$ cat config.mk
export PLATFORM = sky130hd
export DESIGN_NAME = seg_frame_integrator_flat
export DESIGN_NICKNAME = d
export VERILOG_FILES = /design/src/rtl/seg_frame_integrator_if.sv /design/src/rtl/seg_frame_integrator.sv /design/src/flat_wrapper.sv
export SDC_FILE = /design/constraint.sdc
export NUM_CORES = 1
export LEC_CHECK = 0
export CAP_MARGIN = 20
export CORE_MARGIN = 1.5
export CORE_UTILIZATION = 26
export CTS_CLUSTER_SIZE = 10
export DETAILED_ROUTE_END_ITERATION = 8
export GPL_TIMING_DRIVEN = 0
export HOLD_SLACK_MARGIN = 0.1
export PLACE_DENSITY = 0.52
export SYNTH_ARGS = -nofsm -noshare
export SYNTH_HDL_FRONTEND = slang
export SYNTH_SLANG_ARGS = --single-unit
$ cat constraint.sdc
create_clock -name clk -period 2.65 [get_ports clk]
set_input_delay 0.265 -clock clk [delete_from_list [all_inputs] [get_ports clk]]
set_output_delay 0.265 -clock clk [all_outputs]
set_load 0.005 [all_outputs]
$ cat src/rtl/seg_frame_integrator_if.sv
// Frame / result handshake bundle for seg_frame_integrator.
// master : producer side (drives start, min_count, frames, result_ready)
// slave  : integrator side (drives frame_ready, busy, frames_seen, result)
`ifndef BITMAP_NB_SEGMENTS
`define BITMAP_NB_SEGMENTS 7
`endif

interface seg_frame_integrator_if #(
  parameter int unsigned NB_SEGMENTS = `BITMAP_NB_SEGMENTS,
  parameter int unsigned WINDOW_LOG2 = 4,
  parameter int unsigned CNT_W       = WINDOW_LOG2 + 1
);
  logic                   start;
  logic [CNT_W-1:0]       min_count;
  logic                   frame_valid;
  logic                   frame_ready;
  logic [NB_SEGMENTS-1:0] frame_bits;
  logic                   busy;
  logic [WINDOW_LOG2-1:0] frames_seen;
  logic                   result_valid;
  logic                   result_ready;
  logic [NB_SEGMENTS-1:0] result_bitmap;

  modport master (
    output start, min_count, frame_valid, frame_bits, result_ready,
    input  frame_ready, busy, frames_seen, result_valid, result_bitmap
  );

  modport slave (
    input  start, min_count, frame_valid, frame_bits, result_ready,
    output frame_ready, busy, frames_seen, result_valid, result_bitmap
  );
endinterface

$ cat src/rtl/seg_frame_integrator.sv
// seg_frame_integrator: counts, per segment, how many frames of a 2^WINDOW_LOG2 window
// had that segment lit, then reports which segments reached the latched min_count.
// Ports:
//   clk   - rising-edge clock
//   rst   - asynchronous active-high reset
//   abort - (only with SEG_FRAME_INTEGRATOR_ABORT_EN) drops the window in progress
//   bus   - seg_frame_integrator_if.slave: start/min_count, frame handshake,
//           busy/frames_seen status, result handshake
// Optional feature macro: SEG_FRAME_INTEGRATOR_ABORT_EN (adds the abort input).
`ifndef BITMAP_NB_SEGMENTS
`define BITMAP_NB_SEGMENTS 7
`endif

module seg_frame_integrator #(
  parameter int unsigned NB_SEGMENTS = `BITMAP_NB_SEGMENTS,
  parameter int unsigned WINDOW_LOG2 = 4,
  parameter int unsigned CNT_W       = WINDOW_LOG2 + 1
) (
  input  logic                        clk,
  input  logic                        rst,
`ifdef SEG_FRAME_INTEGRATOR_ABORT_EN
  input  logic                        abort,
`endif
  seg_frame_integrator_if.slave       bus
);

  typedef enum logic [1:0] {StIdle, StAccum, StReport} state_e;

  state_e                 state_q, state_d;
  logic [CNT_W-1:0]       cnt_q [NB_SEGMENTS];
  logic [CNT_W-1:0]       cnt_d [NB_SEGMENTS];
  logic [WINDOW_LOG2-1:0] frames_q, frames_d;
  logic [CNT_W-1:0]       min_q, min_d;
  logic [NB_SEGMENTS-1:0] bitmap_q, bitmap_d;
  logic                   abort_req;

`ifdef SEG_FRAME_INTEGRATOR_ABORT_EN
  assign abort_req = abort;
`else
  assign abort_req = 1'b0;
`endif

  always_comb begin
    state_d  = state_q;
    cnt_d    = cnt_q;
    frames_d = frames_q;
    min_d    = min_q;
    bitmap_d = bitmap_q;

    case (state_q)
      StIdle: begin
        if (bus.start) begin
          state_d  = StAccum;
          cnt_d    = '{default: '0};
          frames_d = '0;
          min_d    = bus.min_count;
          bitmap_d = '0;
        end
      end
      StAccum: begin
        // frame_ready is constantly high here, so frame_valid alone means acceptance
        if (bus.frame_valid) begin
          for (int i = 0; i < NB_SEGMENTS; i++) begin
            cnt_d[i] = cnt_q[i] + CNT_W'(bus.frame_bits[i]);
          end
          frames_d = frames_q + WINDOW_LOG2'(1);
          if (&frames_q) begin
            state_d = StReport;
            // Compare against the updated counts so the last frame is included
            for (int i = 0; i < NB_SEGMENTS; i++) begin
              bitmap_d[i] = (cnt_d[i] >= min_q);
            end
          end
        end
      end
      StReport: begin
        if (bus.result_ready) state_d = StIdle;
      end
      default: state_d = StIdle;
    endcase

    // Abort wins over frame acceptance and result_ready
    if (abort_req && (state_q != StIdle)) begin
      state_d  = StIdle;
      cnt_d    = '{default: '0};
      frames_d = '0;
      bitmap_d = bitmap_q;
    end
  end

  always_ff @(posedge clk or posedge rst) begin
    if (rst) begin
      state_q  <= StIdle;
      cnt_q    <= '{default: '0};
      frames_q <= '0;
      min_q    <= '0;
      bitmap_q <= '0;
    end else begin
      state_q  <= state_d;
      cnt_q    <= cnt_d;
      frames_q <= frames_d;
      min_q    <= min_d;
      bitmap_q <= bitmap_d;
    end
  end

  assign bus.frame_ready   = (state_q == StAccum);
  assign bus.busy          = (state_q != StIdle);
  assign bus.result_valid  = (state_q == StReport);
  assign bus.frames_seen   = frames_q;
  assign bus.result_bitmap = bitmap_q;

endmodule

$ cat src/flat_wrapper.sv
// flat-port wrapper written by rule: the top's interface ports become plain ports
module seg_frame_integrator_flat 
#(
  parameter int unsigned NB_SEGMENTS = `BITMAP_NB_SEGMENTS,
  parameter int unsigned WINDOW_LOG2 = 4,
  parameter int unsigned CNT_W       = WINDOW_LOG2 + 1
)
  (clk, rst, bus_start, bus_min_count, bus_frame_valid, bus_frame_bits, bus_result_ready, bus_frame_ready, bus_busy, bus_frames_seen, bus_result_valid, bus_result_bitmap);
  seg_frame_integrator_if #(.NB_SEGMENTS(NB_SEGMENTS), .WINDOW_LOG2(WINDOW_LOG2), .CNT_W(CNT_W)) bus_i ();
  input  logic clk;
  input  logic rst;
  input wire logic [$bits(bus_i.start)-1:0] bus_start;
  input wire logic [$bits(bus_i.min_count)-1:0] bus_min_count;
  input wire logic [$bits(bus_i.frame_valid)-1:0] bus_frame_valid;
  input wire logic [$bits(bus_i.frame_bits)-1:0] bus_frame_bits;
  input wire logic [$bits(bus_i.result_ready)-1:0] bus_result_ready;
  output wire logic [$bits(bus_i.frame_ready)-1:0] bus_frame_ready;
  output wire logic [$bits(bus_i.busy)-1:0] bus_busy;
  output wire logic [$bits(bus_i.frames_seen)-1:0] bus_frames_seen;
  output wire logic [$bits(bus_i.result_valid)-1:0] bus_result_valid;
  output wire logic [$bits(bus_i.result_bitmap)-1:0] bus_result_bitmap;
  assign bus_i.start = bus_start;
  assign bus_i.min_count = bus_min_count;
  assign bus_i.frame_valid = bus_frame_valid;
  assign bus_i.frame_bits = bus_frame_bits;
  assign bus_i.result_ready = bus_result_ready;
  assign bus_frame_ready = bus_i.frame_ready;
  assign bus_busy = bus_i.busy;
  assign bus_frames_seen = bus_i.frames_seen;
  assign bus_result_valid = bus_i.result_valid;
  assign bus_result_bitmap = bus_i.result_bitmap;
  seg_frame_integrator #(.NB_SEGMENTS(NB_SEGMENTS), .WINDOW_LOG2(WINDOW_LOG2), .CNT_W(CNT_W)) u_core (.clk(clk), .rst(rst), .bus(bus_i));
endmodule
; ---- Word level (Yosys, flattened, before mapping)
; Index checks and enable logic that the tools add are counted.
[totals]
ff_bits = 53
in_bits = 17
out_inout_bits = 14
[classes]
order_cmp = 7
add_sub_neg = 8
n_mux = 15
eq_ne = 6
reduce_logical = 8
[op_table]
columns = operator, count
row1 = $mux 35, 2
row2 = $pmux 35 s2, 1
row3 = $add 5x1->5, 7
row4 = $ge 5x5->1, 7
row5 = $mux 7, 3
row6 = $pmux 7 s2, 1
row7 = $reduce_and 4->1, 3
row8 = $mux 2, 4
row9 = $mux 4, 2
row10 = $pmux 4 s2, 1
row11 = $ne 2x2->1 const B, 3
row12 = $pmux 2 s3, 1
row13 = $add 4x1->4 const B, 1
row14 = $reduce_bool 2->1, 2
row15 = $reduce_and 3->1, 1
row16 = $eq 2x1->1 const B, 1
row17 = $eq 2x2->1 const B, 1
row18 = $logic_not 2->1, 1
row19 = $ne 2x1->1 const B, 1
row20 = $reduce_and 2->1, 1

; ---- Logic depth before layout (Yosys ltp)
[depth]
word_depth = 5
depth_mapped = 8
depth_no_buf = 8

; ---- Worst setup path before layout
; Ideal clock, no wire load.
[synth_timing]
path_type = flip-flop to flip-flop
startpoint = register u_core.cnt_q[30] in the netlist's numbering
endpoint = register u_core.bitmap_q[0] (netlist: u_core.bus.result_bitmap[0])
setup_time_ps = 77
path_stages_with_launch = 8
required_time_ps = 2573
arrival_time_ps = 1671
slack_ps = 902
path_cell_list = dfrtp_1 -> ha_1 -> ha_1 -> xor2_1 -> ha_1 -> nor3_1 -> or3_1 -> a21oi_1
[synth_via]
elab_chain_cells = 5
[synth_lines]
columns = element, line
row1 = "start, declared", seg_frame_integrator.sv:30  ; logic [CNT_W-1:0] cnt_q [NB_SEGMENTS];
row2 = "start signal, assigned", seg_frame_integrator.sv:100  ; cnt_q <= cnt_d;
row3 = $add 5x1->5, seg_frame_integrator.sv:64  ; cnt_d[i] = cnt_q[i] + CNT_W'(bus.frame_bits[i]);
row4 = $ge 5x5->1, seg_frame_integrator.sv:71  ; bitmap_d[i] = (cnt_d[i] >= min_q);
row5 = $mux 7, seg_frame_integrator.sv:67  ; if (&frames_q) begin
row6 = $mux 7, seg_frame_integrator.sv:62  ; if (bus.frame_valid) begin
row7 = $pmux 7 s2, seg_frame_integrator.sv:50  ; case (state_q)
row8 = "end signal, assigned", seg_frame_integrator.sv:103  ; bitmap_q <= bitmap_d;
row9 = "end, declared", seg_frame_integrator.sv:34  ; logic [NB_SEGMENTS-1:0] bitmap_q, bitmap_d;
; No other way between the ends. The select of a mux whose other input is x is not followed.
; A chain may end at the register's enable or synchronous reset.

; ---- Worst setup path in the final report
[layout_timing]
startpoint = input bus_frame_bits[0]
endpoint = register u_core.bitmap_q[0] (netlist: u_core.bus.result_bitmap[0])
[layout_via]
elab_chain_cells = 5
[layout_lines]
columns = element, line
row1 = "start, declared", flat_wrapper.sv:15  ; input wire logic [$bits(bus_i.frame_bits)-1:0] bus_frame_bits;
row2 = $add 5x1->5, seg_frame_integrator.sv:64
row3 = $ge 5x5->1, seg_frame_integrator.sv:71
row4 = $mux 7, seg_frame_integrator.sv:67
row5 = $mux 7, seg_frame_integrator.sv:62
row6 = $pmux 7 s2, seg_frame_integrator.sv:50
; No other way between the ends. The select of a mux whose other input is x is not followed.

==> results.py <==
metrics = {
    "drt": {
        "wire_per_inst_um": 16.2,
        "drc": 0,
        "wl_um": 8130,
        "vias_per_cell": 4.88,
        "drtIter0Drc": 102,
        "drtPass1Iterations": 4,
        "ant_nets": 0,
        "vias": 2451,
    },
    "place": {
        "hpwlAfterDp_um": 5520,
        "dp_cells": 495,
        "gp_congestion": 0.790,
        "io_buffer_count": 30,
        "dpl_cell_area_um2": 3710,
    },
    "cts": {
        "cts_setup_buffers": 0,
        "clk_pin_slew_ns": 0.07,
        "cts_max_level": 2,
        "cts-root-buf": "clkbuf_16",
        "cts.sinks": 53,
        "cts_tree": "yes",
        "ctsHoldBuffers": 0,
        "postCtsResizedCells": 0,
        "clk_path_buf_depth": 2,
        "insertion_delay_ns": 0.29,
        "numCtsBuffers": 5,
    },
    "grt": {
        "overflow": 0,
        "grt_pass1_wl_um": 13400,
        "antenna_found_initial": 0,
        "grtUsageTotal_pct": 13.4,
        "grt_max_degree": 33,
        "grt_pass1_vias": 2548,
    },
    "cells_and_area": {
        "instances_no_fill": 502,
        "syn2layout_area_growth_pct": 20.7,
        "drive_gt1_share_pct": 4.79,
        "final_cell_area_um2": 3870,
        "antenna_cells": 0,
        "layout.nets": 422,
    },
    "job": {
        "maxCapViolations": 0,
    },
    "synth": {
        "ys_ff_latch": 53,
        "ys_seq_area_share_pct": 41.4,
        "synth_cell_types": 26,
        "synth_cells": 317,
        "avgSynthCellArea_um2": 10.1,
        "ys_warn_count": 0,
        "synth_area_um2": 3210,
        "syn_nets": 384,
    },
    "floorplanning": {
        "dieHeight_um": 114,
        "rows": 40,
        "die_w_um": 114,
        "die_area_um2": 13000,
        "core_region_area_um2": 12000,
        "initial_core_util_pct": 26.7,
        "io_pins": 31,
    },
    "pwr": {
        "p_sw_mw": 1.53,
        "vdd.ir_drop.worst_v": 0.000345,
        "comb_power_share_pct": 47.1,
        "p_seq_share_pct": 34.6,
        "intPower_mw": 2.49,
        "power.density_nw_per_um2": 1040,
        "pwr-share-clk_pct": 18.3,
        "switching_share_pct": 38.1,
        "p_total_mw": 4.02,
        "p_leak_nw": 1.82,
    },
    "timing": {
        "finalSetupViolations": 0,
        "holdWs_ns": 0.335,
        "clock_skew_ns": 0.00442,
        "min_period_ns": 2.04,
        "fin_setup_tns_ns": 0,
        "clock.fmax_ghz": 0.490,
        "period_share_pct": 77.0,
        "hold_viol": 0,
        "slew_headroom_pct": 55.2,
        "slew_viol_final": 0,
        "grt_setup_unrepaired": "false",
        "worst_pin_slew_ns": 0.672,
    },
    "critical_path": {
        "start_kind": "input pin",
        "crit_path_end_kind": "flop",
        "critPathArrivalTime_ns": 2.25,
        "worstReg2RegStart": "u_core.cnt_q[30]$_DFFE_PP0P_",
        "worstPathRequired_ns": 2.86,
        "crit_fanout": 4,
        "crit_type": "in2reg",
        "startpoint": "bus_frame_bits[0]",
        "reg2reg_depth": 8,
    },
    "outcome": {
        "status": "finished, final reports clean",
    },
    "min_path": {
        "min_path_type": "in2async",
    },
}
-- cells by family (layout without fill, tap and decap cells) --
family	count (synthesis)	in the layout	share of synthesized area (%)
buffers and inverters	26	64	3.94
AOI/OAI and AO/OA	80	80	15.9
DFF	53	53	41.4
adders and majority gates	50	50	19.5
and+or+nand+nor	86	86	13.3
xor gates and xnor gates	22	22	6.01
-- critical path: stages --
cell             delay, ns
clkdlybuf4s50_1       0.46
ha_1                  0.19
ha_1                  0.25
nand3_1               0.12
xnor2_1               0.15
ha_1                  0.28
o21ai_0               0.08
or3_1                 0.32
a21oi_1               0.13
-- power groups by stage --
stage	Clock [mW]	Sequential (mW)	Combinational, mW
CTS	0.758	1.39	1.92
global placement	0	1.40	1.84
finish	0.734	1.39	1.89
global route	0.781	1.44	2.22
floorplan	0	1.34	1.29
detailed placement	0	1.40	1.91
-- state kept, by name, indices dropped and copies added (netlist names) --
name	flops
u_core.cnt_q	35
u_core.state_q	2
u_core.bus.result_bitmap	7
u_core.bus.frames_seen	4
u_core.min_q	5
-- routing by layer --
metal	share of wire, %	global-route usage (%)	wire length (um)
met3	4.5	2.23	367
met5	0	0	0
met2	47	22.2	3790
met4	0.92	3.00	75
met1	48	18.4	3890
-- synthesized netlist by cell type --
cell,number,area share (%)
dfrtp_1,53,41
ha_1,50,20
nand2_1,25,2.9
a22o_1,22,6.0
o21ai_1,19,3.0
o21ai_0,17,2.7
nor2_1,16,1.9
a21oi_1,15,2.3
inv_1,15,1.8
nand3_1,15,2.3
xnor2_1,14,3.8
nand2b_1,9,1.8
or3_1,8,1.6
xor2_1,8,2.2
a2111oi_0,7,1.9
nor3_1,7,1.1
clkbuf_1,5,0.59
buf_6,3,1.1
buf_2,2,0.31
and2_1,1,0.20
and3b_1,1,0.27
and4_1,1,0.27
buf_4,1,0.23
nand3b_1,1,0.23
nor2_4,1,0.35
nor3b_2,1,0.39
-- cell type report --
cell class | count | area (um2)
sequential | 53 | 1330
fill | 1236 | 8140
clock inverter | 2 | 35.0
buffer | 11 | 70.1
clock buffer | 5 | 125
timing repair buffer | 31 | 320
tap | 147 | 184
inverter | 15 | 56.3
multi-input combinational | 238 | 1750
-- path summary, 6_finish.rpt --
check                                                                to  slack [ns]
worst max-delay path            u_core.bus.result_bitmap[0]$_DFFE_PP0P_        0.61
worst min-delay path              u_core.bus.frames_seen[3]$_DFFE_PP0P_        0.33
worst max register to register  u_core.bus.result_bitmap[0]$_DFFE_PP0P_        0.68
worst min register to register             u_core.cnt_q[25]$_DFFE_PP0P_        0.50
max in group asynchronous                   u_core.cnt_q[5]$_DFFE_PP0P_        1.75
min in group clk                           u_core.cnt_q[25]$_DFFE_PP0P_        0.50
-- cell usage in the layout (no fill, tap or decap), drive strengths merged --
master / instances
nor2: 17
and4: 1
dfrtp: 53
inv: 15
and3b: 1
a21oi: 15
nor3b: 1
o21ai: 36
or3: 8
buf: 7
ha: 50
and2: 1
nand3: 15
a22o: 22
a2111oi: 7
clkinv: 1
xor2: 8
nor3: 7
nand2b: 9
clkdlybuf4s50: 30
xnor2: 14
nand3b: 1
nand2: 25
clkbuf: 10
bufinv: 1
-- metrics by stage --
stage                     util, %  worst slack [ns]
after floorplan                 -             0.902
after global placement       30.7            -0.124
after detailed placement     30.9             0.327
after CTS                    32.2             0.631
after global routing         32.2             0.414
final                        32.2             0.610
No activity file was read; power rests on OpenSTA's default activity.
